==> src/rtl/reg_decode_stage.sv <==
// Register-file decode stage: clears its register file after reset, then decodes
// RV32 instructions into registered operands/immediates with load-use stall and write forwarding.
module reg_decode_stage #(
  parameter int XLEN   = 32,
  parameter int NREG   = 32,
  parameter int BYPASS = 1,
  localparam int AW    = $clog2(NREG)
) (
  input  logic            clk,
  input  logic            rst,
  input  logic            inst_valid,
  input  logic [31:0]     inst,
  input  logic            wb_en,
  input  logic [AW-1:0]   wb_addr,
  input  logic [XLEN-1:0] wb_data,
  output logic            ready,
  output logic            stall,
  output logic            out_valid,
  output logic [XLEN-1:0] out_rs1,
  output logic [XLEN-1:0] out_rs2,
  output logic [XLEN-1:0] out_imm,
  output logic [AW-1:0]   out_rd
);

  typedef enum logic {CLEAR = 1'b0, RUN = 1'b1} state_t;

  localparam logic [AW-1:0] LAST_IDX = AW'(NREG - 1);

  localparam logic [6:0] OP_IMM  = 7'b0010011;
  localparam logic [6:0] OP_LOAD = 7'b0000011;
  localparam logic [6:0] OP_JALR = 7'b1100111;
  localparam logic [6:0] OP_STOR = 7'b0100011;
  localparam logic [6:0] OP_BR   = 7'b1100011;
  localparam logic [6:0] OP_LUI  = 7'b0110111;
  localparam logic [6:0] OP_AUI  = 7'b0010111;
  localparam logic [6:0] OP_JAL  = 7'b1101111;
  localparam logic [6:0] OP_REG  = 7'b0110011;

  state_t            state, state_next;
  logic [AW-1:0]     cnt;
  logic [XLEN-1:0]   regs [NREG];
  logic [NREG-1:0]   pend;

  logic [6:0]        opcode;
  logic [AW-1:0]     rs1, rs2, rd;
  logic [31:0]       imm32;
  logic              use_rs1, use_rs2, is_load;
  logic              wb_act, hit1, hit2, accept;
  logic [XLEN-1:0]   rs1_val, rs2_val;
  logic              unused_funct3;

  // Register fields beyond the implemented file alias to x0.
  function automatic logic [AW-1:0] map_idx(input logic [4:0] f);
    if (32'(f) >= NREG) begin
      return '0;
    end else begin
      return f[AW-1:0];
    end
  endfunction

  assign opcode        = inst[6:0];
  assign rs1           = map_idx(inst[19:15]);
  assign rs2           = map_idx(inst[24:20]);
  assign rd            = map_idx(inst[11:7]);
  assign is_load       = (opcode == OP_LOAD);
  assign unused_funct3 = ^inst[14:12];

  assign ready  = (state == RUN);
  assign wb_act = wb_en & ready;
  assign hit1   = (BYPASS != 0) && wb_act && (wb_addr == rs1);
  assign hit2   = (BYPASS != 0) && wb_act && (wb_addr == rs2);
  assign stall  = inst_valid & ready &
                  ((use_rs1 & pend[rs1] & ~hit1) | (use_rs2 & pend[rs2] & ~hit2));
  assign accept = inst_valid & ready & ~stall;

  always_comb begin
    imm32   = 32'd0;
    use_rs1 = 1'b1;
    use_rs2 = 1'b0;
    case (opcode)
      OP_IMM, OP_LOAD, OP_JALR: imm32 = {{20{inst[31]}}, inst[31:20]};
      OP_STOR: begin
        imm32   = {{20{inst[31]}}, inst[31:25], inst[11:7]};
        use_rs2 = 1'b1;
      end
      OP_BR: begin
        imm32   = {{19{inst[31]}}, inst[31], inst[7], inst[30:25], inst[11:8], 1'b0};
        use_rs2 = 1'b1;
      end
      OP_LUI, OP_AUI: begin
        imm32   = {inst[31:12], 12'd0};
        use_rs1 = 1'b0;
      end
      OP_JAL: begin
        imm32   = {{11{inst[31]}}, inst[31], inst[19:12], inst[20], inst[30:21], 1'b0};
        use_rs1 = 1'b0;
      end
      OP_REG:  use_rs2 = 1'b1;
      default: imm32 = 32'd0;
    endcase
  end

  // Operand reads; x0 is hard zero and a concurrent writeback may be forwarded.
  always_comb begin
    if (rs1 == '0) begin
      rs1_val = '0;
    end else if (hit1) begin
      rs1_val = wb_data;
    end else begin
      rs1_val = regs[rs1];
    end
    if (rs2 == '0) begin
      rs2_val = '0;
    end else if (hit2) begin
      rs2_val = wb_data;
    end else begin
      rs2_val = regs[rs2];
    end
  end

  always_comb begin
    state_next = state;
    case (state)
      CLEAR: begin
        if (cnt == LAST_IDX) begin
          state_next = RUN;
        end else begin
          state_next = CLEAR;
        end
      end
      RUN:     state_next = RUN;
      default: state_next = CLEAR;
    endcase
  end

  always_ff @(posedge clk) begin
    if (rst) begin
      state <= CLEAR;
      cnt   <= '0;
    end else begin
      state <= state_next;
      if (state == CLEAR) begin
        cnt <= cnt + AW'(1);
      end
    end
  end

  // The clear sequence owns the write port until RUN.
  always_ff @(posedge clk) begin
    if (state == CLEAR) begin
      regs[cnt] <= '0;
    end else if (wb_en && (wb_addr != '0)) begin
      regs[wb_addr] <= wb_data;
    end
  end

  // Later assignment wins, so a same-cycle load set beats a writeback clear.
  always_ff @(posedge clk) begin
    if (rst) begin
      pend <= '0;
    end else if (ready) begin
      if (wb_en) begin
        pend[wb_addr] <= 1'b0;
      end
      if (accept && is_load && (rd != '0)) begin
        pend[rd] <= 1'b1;
      end
    end
  end

  always_ff @(posedge clk) begin
    if (rst) begin
      out_valid <= 1'b0;
      out_rs1   <= '0;
      out_rs2   <= '0;
      out_imm   <= '0;
      out_rd    <= '0;
    end else if (accept) begin
      out_valid <= 1'b1;
      out_rs1   <= rs1_val;
      out_rs2   <= rs2_val;
      out_imm   <= XLEN'($signed(imm32));
      out_rd    <= rd;
    end else begin
      out_valid <= 1'b0;
    end
  end

endmodule
==> config.mk <==
export PLATFORM = sky130hd
export DESIGN_NAME = reg_decode_stage
export DESIGN_NICKNAME = d
export VERILOG_FILES = /design/src/rtl/reg_decode_stage.sv
export SDC_FILE = /design/constraint.sdc
export NUM_CORES = 2
export LEC_CHECK = 0
export CAP_MARGIN = 25
export CORE_UTILIZATION = 40
export CTS_BUF_LIST = sky130_fd_sc_hd__clkbuf_8 sky130_fd_sc_hd__clkbuf_16
export DETAILED_ROUTE_END_ITERATION = 7
export PLACE_DENSITY = 0.59
export SYNTH_ARGS = -nofsm -noshare
export SYNTH_HDL_FRONTEND = slang
export SYNTH_SLANG_ARGS = --single-unit
==> constraint.sdc <==
create_clock -name clk -period 7.85 [get_ports clk]
set_input_delay 1.1775 -clock clk [delete_from_list [all_inputs] [get_ports clk]]
set_output_delay 1.1775 -clock clk [all_outputs]
set_load 0.02 [all_outputs]
# Yosys cells after proc, flatten, opt, wreduce, memory -nomap -nowiden
# Memories as Yosys holds them, arrays and structs flattened.
# Cells that the tools add are included.
# op_classes
reduce_logical	16
eq_ne	12
addsub	1
n_bitwise	16
magnitude_cmp	6
n_mux	29
# op_table
cell	n
32-bit two-way mux	9
32-bit one-hot mux with 5 select lines	1
32-bit bitwise AND	1
32-bit inverter	1
32-bit bitwise OR	1
32-bit OR reduction	1
5-bit by 6-bit < comparator with 1-bit output (second input constant)	4
7-bit by 6-bit == test with 1-bit output (second input constant)	3
7-bit == test (second input constant)	3
7-bit by 5-bit == test with 1-bit output (second input constant)	2
1-bit two-way mux	13
1-bit binary-select mux with 5-bit select	2
1-bit demux with 5-bit select	2
5-bit == test	2
5-bit by 1-bit >= comparator with 1-bit output (second input constant)	2
5-bit zero test	2
5-bit nonzero test	2
3-bit OR reduction	3
1-bit bitwise AND	8
7-bit by 2-bit == test with 1-bit output (second input constant)	1
1-bit logical AND	7
5-bit by 1-bit adder with 5-bit output (second input constant)	1
5-bit == test (second input constant)	1
5-bit two-way mux	1
4 further kinds	7
# word_totals
register_bits	140
mem_count	1
inputBits	73
mem_bits_rw	1024
output_inout_bits	104
# mem_list
name	depth	word_bits	read_ports	rd_ports_with_merged_regs	write_ports	line	source
regs	32	32	2	0	1	41	logic [XLEN-1:0] regs [NREG];

# Depth between registers and ports, before layout
# depth
word_depth	12
depth_mapped	12

# Worst setup path after synthesis
# Ideal clock, no wire load.
# synth_path
kind	input-to-reg
start	input port wb_addr[2]
end	memory regs[18][0], enable pin
cell_stages	6
arrival_time_ns	3.846
path_buffers	1
path_slack_ns	3.583
path_cell_list	clkbuf_1 nor3_1 a21oi_1 o31ai_1 nand2_1 nor2_1
# synth_between
elab_chain_cells	7
elab_cells_between_ends	8
classes_between	5 x mux; 3 x reduce/logical
# synth_rtl
item	line	source
start, declared	14	input logic [AW-1:0] wb_addr,
5-bit nonzero test	152	end else if (wb_en && (wb_addr != '0)) begin
1-bit logical AND	152	
1-bit two-way mux	152	
1-bit two-way mux	150	if (state == CLEAR) begin
1-bit two-way mux (not written as such)	153	regs[wb_addr] <= wb_data;
32-bit OR reduction (no line)	-	
5-bit two-way mux (no line) or 1-bit two-way mux (tied branches)	-	
end, declared	41	
# Parallel ways exist; a longest one is shown, timed or not.

# Final worst setup path
# layout_path
start	input port inst[24]
end	output port stall
# layout_between
elab_chain_cells	6
elab_cells_between_ends	9
classes_between	1 x eq/ne; 2 x mux; 5 x bitwise; 1 x reduce/logical
# layout_rtl
item	line	source
start, declared	12	input logic [31:0] inst,
1-bit binary-select mux with 5-bit select or 5-bit == test (tied branches)	73, 71	
1-bit two-way mux (not written as such) or 1-bit logical AND (tied branches)	73, 71	
1-bit bitwise AND or 1-bit inverter (tied branches)	73	((use_rs1 & pend[rs1] & ~hit1) | (use_rs2 & pend[rs2] & ~hit2));
1-bit bitwise AND (*)	73	
1-bit bitwise OR (*)	73	
1-bit bitwise AND (*)	72	assign stall = inst_valid & ready &
end, declared	17	output logic stall,
# Every way passes the cells marked *; elsewhere a longest branch is shown, timed or not. The select of a mux whose other input is x is not followed.

==> flow_summary.ini <==
[worst_setup_path]
path_common_cell = clkdlybuf4s50_1
crit_required_ps = 6670
critPathLaunchType = input port
cp_top_family = buffers and inverters
crit_buf_inv = 3
crit_arrival_ps = 4330
crit_path_end_kind = output port
cp_cell_sequence = clkdlybuf4s50_1 > nand2b_2 > buf_4 > a21oi_1 > nand3_1 > and4_1 > o21ai_0 > and3_1 > clkdlybuf4s50_1
cp_max_fo = 30
worst_path_largest_cell_delay_ps = 890
cp_slowest_cell = clkdlybuf4s50_1
path_class = input port to output port

[clock_tree]
clk_pin_slew_ps = 60
clock-root-buffer = clkbuf_16
clk-insertion-delay-late_ps = 770
cts_resized = 0
cts_buffer_depth = 3
cts_tree = done
htreeDepth = 3
post-cts-setup-buffer-count = 0
clock-sinks = 1164
cts_hold_buf = 0
cts-buffers-inserted = 120

[floorplanning]
io_pins = 177
dieArea_um2 = 136300
die_h_um = 369.2
rows = 134
die_width_um = 369.2
core_area_um2 = 133600
start_util_pct = 40.35

[timing]
tightestPinTransition_ps = 1086
rsz0062_at_grt = no
fin_crit_sh_pct = 70.15
hold_viol = 0
skew_ps = 48.24
finalSetupViolations = 0
slew_headroom_pct = 27.58
timing.fmax_ghz = 0.1816
period_minus_slack_ps = 5507
slew_violations = 0
setup_tns_ps = 0

[route]
viasPerCell = 6.447
drtIter0Drc = 3911
ant_nets = 0
routed_wl_um = 172500
first_pass_iters = 8
via_count = 32298
post_drt_wl_per_cell_um = 34.43
remaining_drc_errors = 94

[yosys]
synthTopCellsByCount = edfxtp_1, mux4_2, nand2_1
ys_ff_latch = 1164
yosys_warnings = 0
synth_cell_types = 67
synth_top_area_cell = edfxtp_1
synth-async-reset-ratio_pct = 0
synth_top_flop_cell = edfxtp_1
yosysTopAreaCellShare_pct = 57.03
synthMostInstantiatedCell = edfxtp_1
syn_inst = 2977
syn_area_per_cell_um2 = 18.11
syn_nets = 3052
netlist_area_um2 = 53920
yosysSeqAreaShare_pct = 62.23
yosys-top-cells-area = edfxtp_1, mux4_2, dfxtp_1
synth_edf_count = 1024

[finish]
drive_above_1_share_pct = 30.05
fill_cells = 11056
synthToLayoutAreaGrowth_pct = 15.90
utilization_pct = 46.77
fin_nets = 3209
fin_area_um2 = 62490
stdcell_count = 5010

[place]
gp_congestion = 0.8439
numPlacedInstances = 4759
dp_hpwl_um = 100600
port_buffers = 176
postPlaceCellArea_um2 = 57800

[status]
violations = DRC
outcome = finished with violations

[grt]
grt_overflow = 0
grt_use_met2_pct = 40.21
grt_pass1_wl_um = 245800
antenna_found_initial = 5
grt_pass1_vias = 32925
grt_max_degree = 95
top_usage_layer = met2
grt_usage_pct = 25.29
met1_usage_pct = 34.74
use_met3_pct = 4.866

[power_and_ir_drop]
peakVddDrop_mv = 0.1946
power_density_nw_per_um2 = 220.7
total_power_uw = 13790
p_leak_uw = 0.01855

[flow_run]
maxCapViolCount = 0

[hold_path]
hold_class = register to register
-- layer usage --
layer,share of wire (%),wire (um),vias to the layer above
li1,-,-,12867
met1,39,67730,17232
met2,48,82450,1895
met3,9.6,16570,298
met4,3.3,5724,6
met5,0.023,40,-
-- stage by stage --
stage | hold slack (ps) | setup slack [ps]
6_report | 456.0 | 2343
2_1_floorplan | 421.4 | 3583
3_5_place_dp | 450.7 | 2251
4_1_cts | 459.9 | 2425
3_3_place_gp | 446.7 | 2294
5_1_grt | 481.2 | 2302
-- cell type report --
class / instances / area (um^2) / share of cell area [%]
multi-input combinational: 1565 / 19540 / 31.27
antenna: 1 / 2.502 / 0.004004
timing repair buffer: 277 / 2923 / 4.677
tap: 1768 / 2212 / 3.540
clock buffer: 136 / 3246 / 5.194
inverter: 6 / 30.03 / 0.04805
clock inverter: 93 / 984.7 / 1.576
sequential: 1164 / 33550 / 53.69
-- cells by family (layout without fill, tap and decap cells) --
| group | count (synthesis) | after routing | share of synthesized area [%] |
|---|---|---|---|
| DFF | 1164 | 1164 | 62.23 |
| adders and majority gates | 2 | 2 | 0.04640 |
| buffers and inverters | 248 | 512 | 2.135 |
| xor gates and xnor gates | 13 | 13 | 0.2112 |
| and+or+nand+nor | 482 | 482 | 4.161 |
| muxes | 709 | 709 | 26.55 |
| other | 0 | 1 | 0 |
| AOI/OAI and AO/OA | 359 | 359 | 4.676 |
-- registers in the layout, summed over array words and instances, names as in the netlist --
signal and flops:
cnt 5, out_imm 32, out_rd 5, out_rs1 32, out_rs2 32, out_valid 1
pend 32, ready 1, regs 1024
-- report_power, final --
group	total [uW]	leakage, uW	switching, uW	internal, uW
Clock	6070	0.00209	2550	3530
Sequential	6740	0.00955	28.2	6710
Combinational	979	0.00691	566	413
-- worst min-delay path, cell delays in order, from the launching register on --
cell	delay (ps)
dfxtp_1	310
nand2_1	50
a21oi_1	50
-- final timing paths --
check | start | to | slack [ps] | cells past startpoint
worst max register to register | ready | regs[28][14] | 4170 | 6
worst min register to register | out_imm[12] | out_imm[12] | 460 | 2
worst min-delay path | out_imm[12] | out_imm[12] | 460 | 2
worst max-delay path | inst[24] | stall | 2340 | 9
-- placed cells by master (no fill, tap or decap), types with 13 or more instances in the layout --
cell type and n:
nor3_1 20, inv_1 19, nand2_1 171, mux4_2 576, clkbuf_16 122, clkdlybuf4s50_1 166, mux2i_1 125, o21ai_0 52
clkinvlp_4 17, a32oi_1 13, o221ai_1 19, bufinv_16 17, clkinv_2 19, a211oi_1 52, a31oi_1 24, o41ai_1 19
and2_1 57, nor2b_1 19, a21oi_1 61, buf_16 14, clkbuf_8 15, edfxtp_1 1024, dfxtp_1 140, nor2_1 82
buf_4 76, nand3_1 55, o211ai_1 13, a22o_1 38, nor2_4 33
(Power assumes the default switching activity.)
